## src/rtl/fetch_unit_if.sv

```systemverilog
// Instruction-memory fetch bus: request/address from the fetch stage,
// data/valid back from memory.
interface fetch_unit_if #(
    parameter int PC_W = 8
);
    logic            imem_req;
    logic [PC_W-1:0] imem_addr;
    logic [8:0]      imem_rdata;
    logic            imem_valid;

    modport master (
        output imem_req,
        output imem_addr,
        input  imem_rdata,
        input  imem_valid
    );

    modport slave (
        input  imem_req,
        input  imem_addr,
        output imem_rdata,
        output imem_valid
    );
endinterface

```

## src/rtl/fetch_unit.sv

```systemverilog
// Cirno fetch stage: holds the PC, fetches 9-bit instructions, pulses the
// decoder once per instruction and waits for control to resolve the next PC.
module fetch_unit #(
    parameter int              PC_W     = 8,
    parameter logic [PC_W-1:0] RESET_PC = '0,
    parameter int              CNT_W    = 16
) (
    input  logic             clk,
    input  logic             rst_n,
    input  logic             i_start,
    input  logic             i_restart,
    fetch_unit_if.master     imem,
    output logic [8:0]       o_inst,
    output logic [PC_W-1:0]  o_inst_pc,
    output logic             o_decoder_en,
    input  logic             i_resolve,
    input  logic             i_take_abs,
    input  logic [PC_W-1:0]  i_abs_target,
    input  logic             i_take_rel,
    input  logic [5:0]       i_rel_off,
    input  logic             i_done,
    output logic             o_halted,
    output logic [CNT_W-1:0] o_retired
);

    typedef enum logic [2:0] {
        S_IDLE,
        S_FETCH,
        S_ISSUE,
        S_WAIT,
        S_HALT
    } state_t;

    state_t           r_state;
    state_t           w_state_next;
    logic [PC_W-1:0]  r_pc;
    logic [PC_W-1:0]  w_pc_next;
    logic [PC_W-1:0]  w_rel_ext;
    logic [8:0]       r_inst;
    logic [PC_W-1:0]  r_inst_pc;
    logic [CNT_W-1:0] r_retired;
    logic             w_capture;

    always_comb begin
        w_state_next = r_state;
        w_pc_next    = r_pc;
        w_capture    = 1'b0;
        w_rel_ext    = {{(PC_W-6){i_rel_off[5]}}, i_rel_off};

        if (i_restart) begin
            w_state_next = S_IDLE;
            w_pc_next    = RESET_PC;
        end else begin
            case (r_state)
                S_IDLE: begin
                    if (i_start) w_state_next = S_FETCH;
                end
                S_FETCH: begin
                    if (imem.imem_valid) begin
                        w_capture    = 1'b1;
                        w_state_next = S_ISSUE;
                    end
                end
                S_ISSUE: begin
                    w_state_next = S_WAIT;
                end
                S_WAIT: begin
                    // Branch targets are relative to the issued instruction, not the live PC.
                    if (i_resolve) begin
                        if (i_done) begin
                            w_state_next = S_HALT;
                        end else begin
                            w_state_next = S_FETCH;
                            if (i_take_abs)      w_pc_next = i_abs_target;
                            else if (i_take_rel) w_pc_next = r_inst_pc + w_rel_ext;
                            else                 w_pc_next = r_inst_pc + PC_W'(1);
                        end
                    end
                end
                S_HALT: begin
                    w_state_next = S_HALT;
                end
                default: begin
                    w_state_next = S_IDLE;
                end
            endcase
        end
    end

    always_ff @(posedge clk or negedge rst_n) begin
        if (!rst_n) begin
            r_state   <= S_IDLE;
            r_pc      <= RESET_PC;
            r_inst    <= '0;
            r_inst_pc <= RESET_PC;
            r_retired <= '0;
        end else begin
            r_state <= w_state_next;
            r_pc    <= w_pc_next;
            if (w_capture) begin
                r_inst    <= imem.imem_rdata;
                r_inst_pc <= r_pc;
            end
            if (i_restart)               r_retired <= '0;
            else if (r_state == S_ISSUE) r_retired <= r_retired + CNT_W'(1);
        end
    end

    // Every output is a register or a decode of the state register.
    assign imem.imem_req  = (r_state == S_FETCH);
    assign imem.imem_addr = r_pc;
    assign o_decoder_en   = (r_state == S_ISSUE);
    assign o_halted       = (r_state == S_HALT);
    assign o_inst         = r_inst;
    assign o_inst_pc      = r_inst_pc;
    assign o_retired      = r_retired;

endmodule

```

## src/flat_wrapper.sv

```systemverilog
// flat-port wrapper written by rule: the top's interface ports become plain ports
module fetch_unit_flat 
#(
    parameter int              PC_W     = 8,
    parameter logic [PC_W-1:0] RESET_PC = '0,
    parameter int              CNT_W    = 16
)
  (clk, rst_n, i_start, i_restart, o_inst, o_inst_pc, o_decoder_en, i_resolve, i_take_abs, i_abs_target, i_take_rel, i_rel_off, i_done, o_halted, o_retired, imem_imem_req, imem_imem_addr, imem_imem_rdata, imem_imem_valid);
  fetch_unit_if #(.PC_W(PC_W)) imem_i ();
  input  logic clk;
  input  logic rst_n;
  input  logic i_start;
  input  logic i_restart;
  output logic [8:0] o_inst;
  output logic [PC_W-1:0] o_inst_pc;
  output logic o_decoder_en;
  input  logic i_resolve;
  input  logic i_take_abs;
  input  logic [PC_W-1:0] i_abs_target;
  input  logic i_take_rel;
  input  logic [5:0] i_rel_off;
  input  logic i_done;
  output logic o_halted;
  output logic [CNT_W-1:0] o_retired;
  output wire logic [$bits(imem_i.imem_req)-1:0] imem_imem_req;
  output wire logic [$bits(imem_i.imem_addr)-1:0] imem_imem_addr;
  input wire logic [$bits(imem_i.imem_rdata)-1:0] imem_imem_rdata;
  input wire logic [$bits(imem_i.imem_valid)-1:0] imem_imem_valid;
  assign imem_imem_req = imem_i.imem_req;
  assign imem_imem_addr = imem_i.imem_addr;
  assign imem_i.imem_rdata = imem_imem_rdata;
  assign imem_i.imem_valid = imem_imem_valid;
  fetch_unit #(.PC_W(PC_W), .RESET_PC(RESET_PC), .CNT_W(CNT_W)) u_core (.clk(clk), .rst_n(rst_n), .i_start(i_start), .i_restart(i_restart), .imem(imem_i), .o_inst(o_inst), .o_inst_pc(o_inst_pc), .o_decoder_en(o_decoder_en), .i_resolve(i_resolve), .i_take_abs(i_take_abs), .i_abs_target(i_abs_target), .i_take_rel(i_take_rel), .i_rel_off(i_rel_off), .i_done(i_done), .o_halted(o_halted), .o_retired(o_retired));
endmodule
```

## config.mk

```make
export PLATFORM = sky130hd
export DESIGN_NAME = fetch_unit_flat
export DESIGN_NICKNAME = d
export VERILOG_FILES = /design/src/rtl/fetch_unit_if.sv /design/src/rtl/fetch_unit.sv /design/src/flat_wrapper.sv
export SDC_FILE = /design/constraint.sdc
export NUM_CORES = 1
export LEC_CHECK = 0
export ABC_AREA = 1
export CAP_MARGIN = 20
export CORE_AREA = 10 10 85 87
export CTS_CLUSTER_DIAMETER = 50
export CTS_CLUSTER_SIZE = 25
export DETAILED_ROUTE_END_ITERATION = 7
export DIE_AREA = 0 0 95 97
export HOLD_SLACK_MARGIN = 0.12
export PLACE_DENSITY = 0.78
export SLEW_MARGIN = 20
export SYNTH_ARGS = -nofsm -noshare
export SYNTH_HDL_FRONTEND = slang
export SYNTH_SLANG_ARGS = --single-unit
```

## constraint.sdc

```tcl
create_clock -name clk -period 2 [get_ports clk]
set_input_delay 0.4 -clock clk [delete_from_list [all_inputs] [get_ports clk]]
set_output_delay 0.4 -clock clk [all_outputs]
set_load 0.01 [all_outputs]
```

* Word level (Yosys, flattened, before mapping)
Index checks and enable logic that the tools add are counted.
Word-level totals: bits in registers 44, bits of input ports 32, output and inout port bits 44, logic and storage cells 39
Cells by class: $add $sub $neg 3, eq/ne operators 8, multiplexer cells 17, reduce and logical (&&, ||, !) cells 6
Operators by type and width (number):
- 8-bit 2-to-1 mux | 6
- 16-bit 2-to-1 mux | 2
- 16-bit by 1-bit adder with 16-bit output, second input constant | 1
- 3-bit 2-to-1 mux | 5
- 3-bit one-hot mux with 5 select lines | 1
- 8-bit by 1-bit adder with 8-bit output, second input constant | 1
- 8-bit adder | 1
- 3-bit by 2-bit == test with 1-bit output, second input constant | 2
- 3-bit inequality test, second input constant | 2
- 3-bit AND reduction | 2
- 2-bit nonzero test | 3
- 3-bit by 1-bit == test with 1-bit output, second input constant | 1
- 3-bit == test, second input constant | 1
- 3-bit zero test | 1
- 1-bit 2-to-1 mux | 3
- 3-bit by 2-bit inequality test with 1-bit output, second input constant | 1
- 2-bit inequality test, second input constant | 1

* Logic depth before layout (Yosys ltp)
depth in word-level cells 7, mapped depth 14, mapped depth without buffers 13

* Least setup slack after synthesis
No wires, ideal clock.
kind input to register, start in i_take_rel, end reg u_core.r_pc[6] (netlist: u_core.imem.imem_addr[6]), library setup time 0.116 ns, arrival time 1.793 ns, required time 1.884 ns, setup slack 0.090 ns, stages 13, cell sequence buf_4 > nand2_1 > ha_1 > inv_1 > fa_1 > o21ai_0 > nand2_1 > nand2_1 > nand2_1 > nand2_1 > nand3_1 > nand2_1 > nand2_1
On the way: cells in the longest elaborated chain, start to end 6
Ends and longest elaborated chain:
- start: declaration | RTL line flat_wrapper.sv:20 | input logic i_take_rel;
- 8-bit 2-to-1 mux | RTL line fetch_unit.sv:75 | else if (i_take_rel) w_pc_next = r_inst_pc + w_rel_ext;
- 8-bit 2-to-1 mux | RTL line fetch_unit.sv:74 | if (i_take_abs) w_pc_next = i_abs_target;
- 8-bit 2-to-1 mux | RTL line fetch_unit.sv:70 | if (i_done) begin
- 8-bit 2-to-1 mux | RTL line fetch_unit.sv:69 | if (i_resolve) begin
- 8-bit 2-to-1 mux | RTL line fetch_unit.sv:54 | case (r_state)
- 8-bit 2-to-1 mux | RTL line fetch_unit.sv:50 | if (i_restart) begin
- end signal: assignment | RTL line fetch_unit.sv:99 | r_pc <= w_pc_next;
- end: declaration | RTL line fetch_unit.sv:36 | logic [PC_W-1:0] r_pc;
No other way between the ends. The select of a mux whose other input is x is not followed. A chain may end at the register's enable or synchronous reset.

* Worst setup path in the final report
start in i_rel_off[0], end reg u_core.r_pc[6] (netlist: u_core.imem.imem_addr[6])
On the way: cells in the longest elaborated chain, start to end 7
Ends and longest elaborated chain:
- start: declaration | RTL line flat_wrapper.sv:21 | input logic [5:0] i_rel_off;
- 8-bit adder | RTL line fetch_unit.sv:75
- 8-bit 2-to-1 mux | RTL line fetch_unit.sv:75
- 8-bit 2-to-1 mux | RTL line fetch_unit.sv:74
- 8-bit 2-to-1 mux | RTL line fetch_unit.sv:70
- 8-bit 2-to-1 mux | RTL line fetch_unit.sv:69
- 8-bit 2-to-1 mux | RTL line fetch_unit.sv:54
- 8-bit 2-to-1 mux | RTL line fetch_unit.sv:50
No other way between the ends. The select of a mux whose other input is x is not followed.

==> flow_metrics.env <==
export IMPL_cp_start_kind="input pin"
export IMPL_pwr_share_comb_pct=29.6
export IMPL_worst_ir_drop_on_vdd_v=0.000378
export IMPL_drc_errors=0
export IMPL_dpl_cell_count=455
export IMPL_worstHoldPathType="in2async"
export IMPL_worst_r2r_cell_count=11
export IMPL_top_level_i_o_count=76
export IMPL_synth_main_ff_cell="sky130_fd_sc_hd__dfrtp_1"
export IMPL_drt_pre_antenna_iters=4
export IMPL_timing_critical_path_to="u_core.imem.imem_addr[6]"
export IMPL_dieWidth_um=95
export IMPL_r2r_slack_ps=380
export IMPL_design_die_area_sq_um=9220
export IMPL_ant_nets=0
export IMPL_rows=27
export IMPL_period_utilization_post_route_pct=92.5
export IMPL_via_per_inst=5.09
export IMPL_p_leak_nw=1.67
export IMPL_critical_path_peak_fanout=2
export IMPL_cts_tree="yes"
export IMPL_tns_ps=0
export IMPL_clockBufferDepth=2
export IMPL_power_switching_mw=0.734
export IMPL_post_cts_hold_buffer_count=0
export IMPL_switching_share_pct=29.0
export IMPL_post_drt_wl_per_cell_um=15.0
export IMPL_layout_cells_most_common="sky130_fd_sc_hd__clkdlybuf4s50_1"
export IMPL_finalHoldViolCount=0
export IMPL_via_count_of_the_routed_design=2358
export IMPL_grt_first_pass_wirelength_um=11500
export IMPL_placeableCoreArea_sq_um=5470
export IMPL_grt_start_max_net_pins=33
export IMPL_grt_usage_pct=15.4
export IMPL_power_per_cell_area_nw_per_um2=714
export IMPL_number_of_warnings_printed_during_yosys_synthesis=0
export IMPL_final_max_slew_viol_count=0
export IMPL_crit_required_ps=2200
export IMPL_fin_worst_skew_ps=7.38
export IMPL_final_min_clock_period_ps=1850
export IMPL_detailed_place_hpwl_um=5370
export IMPL_antenna_diode_count=0
export IMPL_grt_antenna_before_repair=0
export IMPL_finish_net_count=429
export IMPL_run_status="completed"
export IMPL_drt_total_wl_um=6960
export IMPL_first_global_vias=2369
export IMPL_setup_viol=0
export IMPL_post_synth_net_total=344
export IMPL_async_flop_share_pct=100
export IMPL_most_frequent_cells_in_the_layout="70 x sky130_fd_sc_hd__clkdlybuf4s50_1, 59 x sky130_fd_sc_hd__nand2_1, 43 x sky130_fd_sc_hd__dfrtp_1"
export IMPL_yosys_cell_types_count=41
export IMPL_final_cells=463
export IMPL_syn_to_final_growth_pct=39.1
export IMPL_cts_htree_levels=2
export IMPL_slew_headroom_pct=50.4
export IMPL_fillers=463
export IMPL_netlist_instances=305
export IMPL_synth_ff_latch_count=44
export IMPL_place_congestion=0.872
export IMPL_crit_start="i_rel_off[0]"
export IMPL_numClockSinks=44
export IMPL_rr_endpoint="u_core.imem.imem_addr[6]"
export IMPL_synth_enable_flop_cells=0
export IMPL_final_layout_size_suffix_gt1_share_pct=14.1
export IMPL_fin_util_pct=64.8
export IMPL_drt_iter0_drc=89
export IMPL_worst_setup_path_end_kind="flip-flop"
export IMPL_port_buffer_count=75
export IMPL_worstMarginPinSlew_ps=743
export IMPL_syn_mean_instance_area_sq_um=8.36
export IMPL_clockPowerShare_pct=27.3
export IMPL_initial_utilization_pct=46.6
export IMPL_postCtsSetupBuffers=0
export IMPL_criticalPathCategory="in2reg"
export IMPL_internal_power_mw=1.80
export IMPL_clock_tree_root_cell="sky130_fd_sc_hd__clkbuf_8"
export IMPL_syn_cell_area_sq_um=2550
export IMPL_critPathArrivalTime_ps=2050
export IMPL_insertion_delay_of_the_later_clocked_pin_in_the_worst_skew_pair_ps=300
export IMPL_synth_yosys_seq_area_share_pct=43.2
export IMPL_rsz0062_at_grt="false"
export IMPL_worstReg2RegStart="u_core.o_inst_pc[0]"
export IMPL_clock_fmax_mhz=540
export IMPL_power_share_sequential_pct=43.1
export IMPL_cts_buffers=5
export IMPL_clk_pin_slew_worst_paths_ps=90
export IMPL_final_hold_worst_slack_ps=147
export IMPL_fp_dieH_um=97
export IMPL_max_cap_violations=0
export IMPL_globalRouteOverflowTotal=0
-- timing repair --
action,CTS,global route
pin swaps,0,3
setup endpoints to repair,5,6
resized for setup,5,6
-- power by group through the flow --
stage	logic (mW)	registers, mW	clock network [mW]
floorplan	0.314	1.15	0
global placement	0.744	1.10	0
detailed placement	0.758	1.11	0
CTS	0.760	1.09	0.708
global route	0.820	1.11	0.745
finish	0.749	1.09	0.690
-- critical path, stage by stage --
cell	delay, ps
sky130_fd_sc_hd__clkdlybuf4s50_1	450
sky130_fd_sc_hd__inv_1	40
sky130_fd_sc_hd__nand2_1	50
sky130_fd_sc_hd__ha_1	130
sky130_fd_sc_hd__inv_1	60
sky130_fd_sc_hd__fa_2	360
sky130_fd_sc_hd__o21ai_2	150
sky130_fd_sc_hd__nand2_1	70
sky130_fd_sc_hd__nand2_1	70
sky130_fd_sc_hd__nand2_1	50
sky130_fd_sc_hd__nand2_1	50
sky130_fd_sc_hd__nand3_1	60
sky130_fd_sc_hd__nand2_1	70
sky130_fd_sc_hd__nand2_1	40
-- area by class of cell --
cell class              count  area [sq um]  share of cell area [%]
clock buffers               5          68.8                    1.94
clock inverters             3          42.5                    1.20
inverters                  45           170                    4.80
multi-input cells         210          1260                    35.4
flip-flops and latches     44          1100                    31.1
well taps                  72          90.1                    2.54
repair buffers             84           816                    23.0
-- worst min-delay path by stage --
stage / from / to / slack [ps] / depth (start not counted)
after floorplan: rst_n / u_core.imem.imem_addr[0] / 100 / 0
after global placement: u_core.o_inst[0] / u_core.o_inst[0] / 490 / 1
after detailed placement: u_core.o_inst[2] / u_core.o_inst[2] / 500 / 1
after CTS: rst_n / u_core.o_retired[7] / 170 / 1
after global routing: rst_n / u_core.o_retired[7] / 210 / 1
final: rst_n / u_core.o_retired[7] / 150 / 1
-- cell families after synthesis --
family | synth area share (%)
fa+ha+maj | 3.73
xor+xnor | 1.72
flops | 43.2
buf+inv | 8.49
mux | 5.30
compound gates | 10.6
simple gates | 27.0
-- sequential cells by signal (all words and copies together) (netlist names) --
| name | flops |
|---|---|
| u_core.imem.imem_addr | 8 |
| u_core.o_inst_pc | 8 |
| u_core.r_state | 3 |
| u_core.o_retired | 16 |
| u_core.o_inst | 9 |
-- routing by layer --
layer / global-route usage [%] / wire, um
met2: 25.0 / 3310
met4: 5.72 / 110
met3: 4.39 / 589
met1: 18.6 / 2950
met5: 0 / 0
-- synth_stat cells (all sizes together) (4+ instances only) --
library cell  count  share of area (%)
nand4            14                3.7
inv              44                6.5
o21ai            26                5.3
nand2            63                9.9
ha                6                2.9
buf               4                1.1
nor2             31                5.1
dfrtp            44                 43
nand3            19                5.3
mux2             10                5.3
a21oi            12                2.4
nor3             11                2.6
-- stage by stage --
step / setup WS, ps / power (mW) / cell area [sq um]
4_1_cts: 6.03 / 2.56 / 3520
2_1_floorplan: 90.2 / 1.46 / 2550
6_report: 150 / 2.53 / 3550
3_3_place_gp: -331 / 1.84 / 3410
5_1_grt: 22.0 / 2.68 / 3550
3_5_place_dp: -370 / 1.86 / 3410
No activity file was read; power rests on OpenSTA's default activity.
